$ cat src/rtl/irq_timer_if.sv
// Bus-side signals of the memory-mapped interrupt timer: word-select, write strobe/data,
// combinational read data and the interrupt request to the CP0 HWInt input.
interface irq_timer_if #(
   parameter int unsigned WIDTH = 32
);
   logic [1:0]       addr;
   logic             we;
   logic [WIDTH-1:0] wd;
   logic [WIDTH-1:0] rd;
   logic             irq;

   modport master (
      output addr,
      output we,
      output wd,
      input  rd,
      input  irq
   );

   modport slave (
      input  addr,
      input  we,
      input  wd,
      output rd,
      output irq
   );
endinterface

$ cat src/rtl/irq_timer.sv
// Down-counting timer: counts PRESET to 0, then flags an interrupt; one-shot (held flag) or
// auto-reload (single-cycle flag). Registers: CTRL (EN, MODE, IM), PRESET, read-only COUNT.
module irq_timer #(
   parameter int unsigned WIDTH = 32
) (
   input logic         clk,
   input logic         reset,
   irq_timer_if.slave  bus
);

   typedef enum logic [1:0] {StIdle, StLoad, StCnt, StInt} state_e;

   state_e           state_q;
   logic [3:0]       ctrl_q;
   logic [WIDTH-1:0] preset_q;
   logic [WIDTH-1:0] count_q;
   logic             irq_flag_q;

   logic en;
   logic im;
   logic auto_reload;
   logic cfg_wr;

   assign en          = ctrl_q[0];
   assign im          = ctrl_q[3];
   // MODE 1x falls back to one-shot.
   assign auto_reload = (ctrl_q[2:1] == 2'b01);
   assign cfg_wr      = bus.we && !bus.addr[1];

   always_ff @(posedge clk or negedge reset) begin
      if (!reset) begin
         state_q    <= StIdle;
         ctrl_q     <= '0;
         preset_q   <= '0;
         count_q    <= '0;
         irq_flag_q <= 1'b0;
      end else if (cfg_wr) begin
         // Software config write overrides whatever the FSM would do on this edge.
         if (bus.addr[0]) begin
            preset_q <= bus.wd;
         end else begin
            ctrl_q <= bus.wd[3:0];
         end
         irq_flag_q <= 1'b0;
         state_q    <= StIdle;
      end else begin
         case (state_q)
            StIdle: begin
               if (en) begin
                  state_q <= StLoad;
               end
            end
            StLoad: begin
               count_q <= preset_q;
               state_q <= StCnt;
            end
            StCnt: begin
               if (!en) begin
                  state_q <= StIdle;
               end else if (count_q != '0) begin
                  count_q <= count_q - 1'b1;
               end else begin
                  irq_flag_q <= 1'b1;
                  state_q    <= StInt;
               end
            end
            StInt: begin
               if (auto_reload) begin
                  irq_flag_q <= 1'b0;
                  state_q    <= StLoad;
               end else begin
                  ctrl_q[0] <= 1'b0;
                  state_q   <= StIdle;
               end
            end
            default: state_q <= StIdle;
         endcase
      end
   end

   always_comb begin
      bus.rd = '0;
      case (bus.addr)
         2'd0:    bus.rd[3:0] = ctrl_q;
         2'd1:    bus.rd      = preset_q;
         2'd2:    bus.rd      = count_q;
         default: bus.rd      = '0;
      endcase
   end

   assign bus.irq = im & irq_flag_q;

endmodule

$ cat src/flat_wrapper.sv
// flat-port wrapper written by rule: the top's interface ports become plain ports
module irq_timer_flat 
#(
   parameter int unsigned WIDTH = 32
)
  (clk, reset, bus_addr, bus_we, bus_wd, bus_rd, bus_irq);
  irq_timer_if #(.WIDTH(WIDTH)) bus_i ();
  input logic clk;
  input logic reset;
  input wire logic [$bits(bus_i.addr)-1:0] bus_addr;
  input wire logic [$bits(bus_i.we)-1:0] bus_we;
  input wire logic [$bits(bus_i.wd)-1:0] bus_wd;
  output wire logic [$bits(bus_i.rd)-1:0] bus_rd;
  output wire logic [$bits(bus_i.irq)-1:0] bus_irq;
  assign bus_i.addr = bus_addr;
  assign bus_i.we = bus_we;
  assign bus_i.wd = bus_wd;
  assign bus_rd = bus_i.rd;
  assign bus_irq = bus_i.irq;
  irq_timer #(.WIDTH(WIDTH)) u_core (.clk(clk), .reset(reset), .bus(bus_i));
endmodule
$ cat config.mk
export PLATFORM = sky130hd
export DESIGN_NAME = irq_timer_flat
export DESIGN_NICKNAME = d
export VERILOG_FILES = /design/src/rtl/irq_timer_if.sv /design/src/rtl/irq_timer.sv /design/src/flat_wrapper.sv
export SDC_FILE = /design/constraint.sdc
export NUM_CORES = 1
export LEC_CHECK = 0
export CORE_MARGIN = 10
export CORE_UTILIZATION = 55
export CTS_BUF_LIST = sky130_fd_sc_hd__clkbuf_8
export DETAILED_ROUTE_END_ITERATION = 16
export PLACE_DENSITY = 0.91
export SLEW_MARGIN = 20
export SYNTH_ARGS = -nofsm -noshare
export SYNTH_HDL_FRONTEND = slang
export SYNTH_SLANG_ARGS = --single-unit
$ cat constraint.sdc
create_clock -name clk -period 3.23 [get_ports clk]
set_clock_uncertainty 0.2 [all_clocks]
set_input_delay 0.646 -clock clk [delete_from_list [all_inputs] [get_ports clk]]
set_output_delay 0.646 -clock clk [all_outputs]
set_load 0.01 [all_outputs]
Word-level counts from Yosys, hierarchy flattened
Cells that the tools add are included.

storage, ports and cells
  register bits = 71
  output and inout port bits = 33
  logic and storage cells = 59

operators by class
  add/subtract/negate cells = 1
  equality and inequality tests = 15
  muxes and demuxes = 20
  bitwise operators = 3
  reductions and logical operators = 14

operators with widths
  kind                     number
  $mux W32                 2
  $pmux W32 S2             1
  $pmux W28 S2             1
  $reduce_bool A32 Y1      1
  $sub A32 B1 Y32 const B  1
  $pmux W4 S3              1
  $mux W1                  9
  $ne A3 B1 Y1 const B     3
  $mux W2                  4
  $pmux W2 S4              1
  $reduce_and A4 Y1        2
  $eq A2 B1 Y1 const B     3
  $eq A2 B2 Y1 const B     3
  $reduce_and A2 Y1        3
  $logic_not A2 Y1         2
  $ne A2 B1 Y1 const B     2
  $ne A2 B2 Y1 const B     2
  $ne A4 B4 Y1 const B     1
  $reduce_bool A2 Y1       2
  $ne A3 B2 Y1 const B     1
  $reduce_and A3 Y1        1
  $reduce_bool A3 Y1       1
  $not A1 Y1               2
  $pmux W1 S2              1
  other kinds (3)          3

Logic depth before layout (Yosys ltp)
  depth in word-level cells = 5
  gate-level depth with buffers = 10
  gate-level depth less buffers = 7

Worst setup path before layout
No wires, ideal clock.

  path type = flip-flop to flip-flop
  start point = reg u_core.count_q[0]
  end point = reg u_core.count_q[0]
  arrival time = 2.126 ns
  required time = 2.902 ns
  setup slack = 0.776 ns
  stages on the path, launching flop included = 11
  path through = dfrtp_1 inv_1 ha_1 nor4b_4 nand4b_4 buf_6 o41a_1 buf_2 buf_6 nand3_1 o211ai_2

between the ends
  longest elaborated chain between the ends = 4
  elaborated cells on any way between the ends = 7

ends and longest elaborated chain
  item                    RTL line         source
  from (decl)             irq_timer.sv:16  logic [WIDTH-1:0] count_q;
  from (signal assigned)  irq_timer.sv:54  count_q <= preset_q;
  from (signal assigned)  irq_timer.sv:61  count_q <= count_q - 1'b1;
  $sub A32 B1 Y32         irq_timer.sv:61
  $mux W32                irq_timer.sv:60  end else if (count_q != '0) begin
  $mux W32                irq_timer.sv:58  if (!en) begin
  $pmux W32 S2            irq_timer.sv:47  case (state_q)

Several ways; a longest one is shown, not always the timed one. The select of a mux whose other input is x is not followed.
A chain may end at the register's enable or synchronous reset.

Final worst setup path
  start point = in bus_addr[0]
  end point = out bus_rd[20]

between the ends
  longest elaborated chain between the ends = 2
  elaborated cells on any way between the ends = 3

ends and longest elaborated chain
  item                                          RTL line            source
  from (decl)                                   flat_wrapper.sv:10  input wire logic [$bits(bus_i.addr)-1:0] bus_addr;
  $eq A2 B2 Y1 or $eq A2 B1 Y1 (tied branches)  irq_timer.sv:83     case (bus.addr)
  $pmux W28 S2 *                                irq_timer.sv:83
  to (decl)                                     flat_wrapper.sv:13  output wire logic [$bits(bus_i.rd)-1:0] bus_rd;

Mark *: on every way between the ends. The rest lies on a longest branch, timed or not.

==> metrics.txt <==
combinational share of power 34.5%; I/O pin count 70; Avg Inst Size Synth 9.76 um^2; post-synthesis cell type count 56; sequential element share of the synthesized area 42.2%; Pwr Density slightly below 700 nW/um^2; gpl congestion 0.913; min cycle time layout 3.18 ns; Worst path slowest cell clkdlybuf4s50_1; Leak 0.00231 uW; register share of total power 43.0%; first-pass GRT wire length slightly below 20000 um; yosys warns 0; Clk network pwr share 22.5%; Post-Synth Simple-Gate Area between 10% and 20%; Synth Area in Adders 1.49%; largest family of logic cells by synthesized area compound AO/OA/AOI/OAI gates; post-place setup slack -0.256 ns; Via density ~6.6; Tot Pwr 3690 uW; largest net degree at the start of global routing 44; max cap viols 0; setup slack after layout roughly 0.053 ns; post-synthesis mux area share around a tenth; WL final 12300 um; compound-gate portion of the synthesized area a little under a quarter; die area 11500 um^2; Int Pwr 2250 uW; share of post-route cells with drive strength above 1 a little under a fifth; WS Path Type input pin to output port; CTS Hold Buffers Added 0; CP bufs+invs 5; Initial Utilization roughly 57%; CTS max path bufs 2; worst skew pair latency 0.35 ns; Synth async-reset ratio 100%; die width 107 um; slowest stage delay, CP 0.44 ns; root buf cell clkbuf_8; max-slew violations 0; Post-synth top flop dfrtp_1; Crit Path Max Fanout 15; Finished Core Util 72.9%; crit-path most repeated cell buf_4; HPWL Detailed 8170 um; Worst-path clk slew approximately 0.08 ns; number of global-route vias before repair 3938; Post-route DRC 0; worst min path class input pin to async pin; Std-Cell Core Area 7330 um^2; Fin. Hold Viols 0; hold_ws about 0.12 ns; Vias 3994; total CTS buffers 9; Post-synth EDFFs 0; global route overflow 0; TritonCTS clock tree done; fin nets 545; area grow syn2layout 27.1%; IO Port Bufs between 60 and 70; Pre-antenna DRT Iters 7; clock tree sinks just over 70; CP Capture Type output port; H-tree levels 3; Syn Nets between 400 and 500; critical-path cell list clkdlybuf4s50_1 -> buf_4 -> ha_1 -> buf_4 -> buf_12 -> a22oi_1 -> nor2b_1 -> dlygate4sd2_1; fmax 315 MHz; Worst EP required 2.38 ns; Mapped Area between 4000 and 5000 um^2; switch share approximately 39%; final setup vio count 0; r2r setup slk 0.55 ns; Synth Instances 431; CP arrival 2.33 ns; RSZ-0062 raised after global routing true; Worst Tran Pin Value roughly 0.68 ns; DR WL/cell 20.3 um; GRT Util Overall 20.9%; CP delay by family, top buffers and inverters; # rows 31; initial antenna violation count 0; Die H 107 um; Psw 1440 uW; Synth Area in XOR/XNOR 0%; flops & latches, synth 71; Final period util 98.4%; DRT iter0 DRCs approximately 560; Startpoint Class input pin; Antenna diodes 0; Peak VDD IR 363 uV; status finished, final reports clean; Rel. slew slack 54.5%; Final ANT Viol Nets 0
-- power groups by stage --
stage	logic (uW)	clock network [uW]	registers, uW
floorplan	926	0	1450
global placement	1210	0	1550
detailed placement	1260	0	1570
CTS	1260	832	1560
global route	1390	875	1620
finish	1280	829	1590
-- Yosys cell counts (all sizes together), types with 2 or more instances --
cell type	count	area, um^2
dfrtp	71	1780
mux2	35	394
a22oi	34	255
nor2b	32	200
o21ai	32	160
nor2	28	105
a21oi	26	134
clkbuf	20	75.1
nor3	19	100
nand2	17	63.8
nor4	13	118
buf	11	62.6
a31oi	8	50.1
inv	8	30.0
o2bb2ai	8	70.1
nand3	6	35.0
or3	6	37.5
ha	5	62.6
o21a	5	37.5
a222oi	4	40.0
o22a	4	35.0
a22o	3	26.3
nand2b	3	18.8
o22ai	3	18.8
a32oi	2	17.5
and4b	2	20.0
nand4	2	12.5
o31ai	2	15.0
o32ai	2	17.5
o41ai	2	36.3
or2	2	12.5
or4	2	18.8
-- kinds of logic after synthesis --
group           count (synthesis)
mux                            35
simple gates                  139
fa+ha+maj                       5
flops                          71
compound gates                142
buf+inv                        39
-- cell usage in the layout, fill, tap and decap left out, types with 4 or more instances in the layout --
cell              n
nor2_1           28
o21ai_0          15
o21ai_1          17
nor2b_1          32
buf_4            20
clkdlybuf4s50_1  35
dfrtp_1          71
a31oi_1           8
mux2_2           35
dlymetal6s2s_1   11
nor3_1           18
o21a_1            5
nand3_1           5
a22oi_1          32
inv_1             6
o2bb2ai_1         8
nand2_1          17
nor4_1           10
a222oi_1          4
a21oi_1          25
dlygate4sd2_1    19
o22a_1            4
or3_1             6
clkbuf_8         11
-- path summary, 6_finish.rpt --
check / from / end / depth (start not counted)
max: bus_addr[0] / bus_rd[20] / 8
min: reset / u_core.preset_q[12] / 1
max reg2reg: u_core.count_q[0] / u_core.count_q[18] / 8
min reg2reg: u_core.preset_q[9] / u_core.preset_q[9] / 1
max in group asynchronous: reset / u_core.preset_q[29] / 2
min in group clk: u_core.preset_q[9] / u_core.preset_q[9] / 1
-- state kept, by name, indices dropped and copies added, names as in the netlist --
name               count
u_core.preset_q       32
u_core.irq_flag_q      1
u_core.state_q         2
u_core.ctrl_q          4
u_core.count_q        32
-- stage by stage --
step,instance area (um^2),cells,setup TNS [ns]
2_1_floorplan,4210,431,0
3_3_place_gp,5070,590,-4.93
3_5_place_dp,5070,590,-6.07
4_1_cts,5300,606,-0.271
5_1_grt,5350,607,-0.00893
6_report,5350,607,0
-- layout make-up --
cell class / count / area, um^2
Tap cell: 99 / 124
Timing Repair Buffer: 92 / 886
Inverter: 8 / 30.0
Clock inverter: 5 / 80.1
Multi-Input combinational cell: 321 / 2300
Fill cell: 493 / 1980
Clock buffer: 11 / 151
Sequential cell: 71 / 1780
-- routing by layer --
metal / vias up / track usage [%] / part of all wire (%)
li1: 1773 / - / -
met1: 1912 / 26.0 / 38
met2: 274 / 33.8 / 49
met3: 35 / 5.99 / 10
met4: 0 / 7.54 / 2.1
met5: - / 0 / 0
-- repair_timing --
item	in CTS	in global routing
setup endpoints to repair	32	12
resized for setup	28	18
cloned	0	0
pin swaps	1	0
hold endpoints to repair	0	0
buffers inserted	0	1
Power figures use the tool's default switching activity.
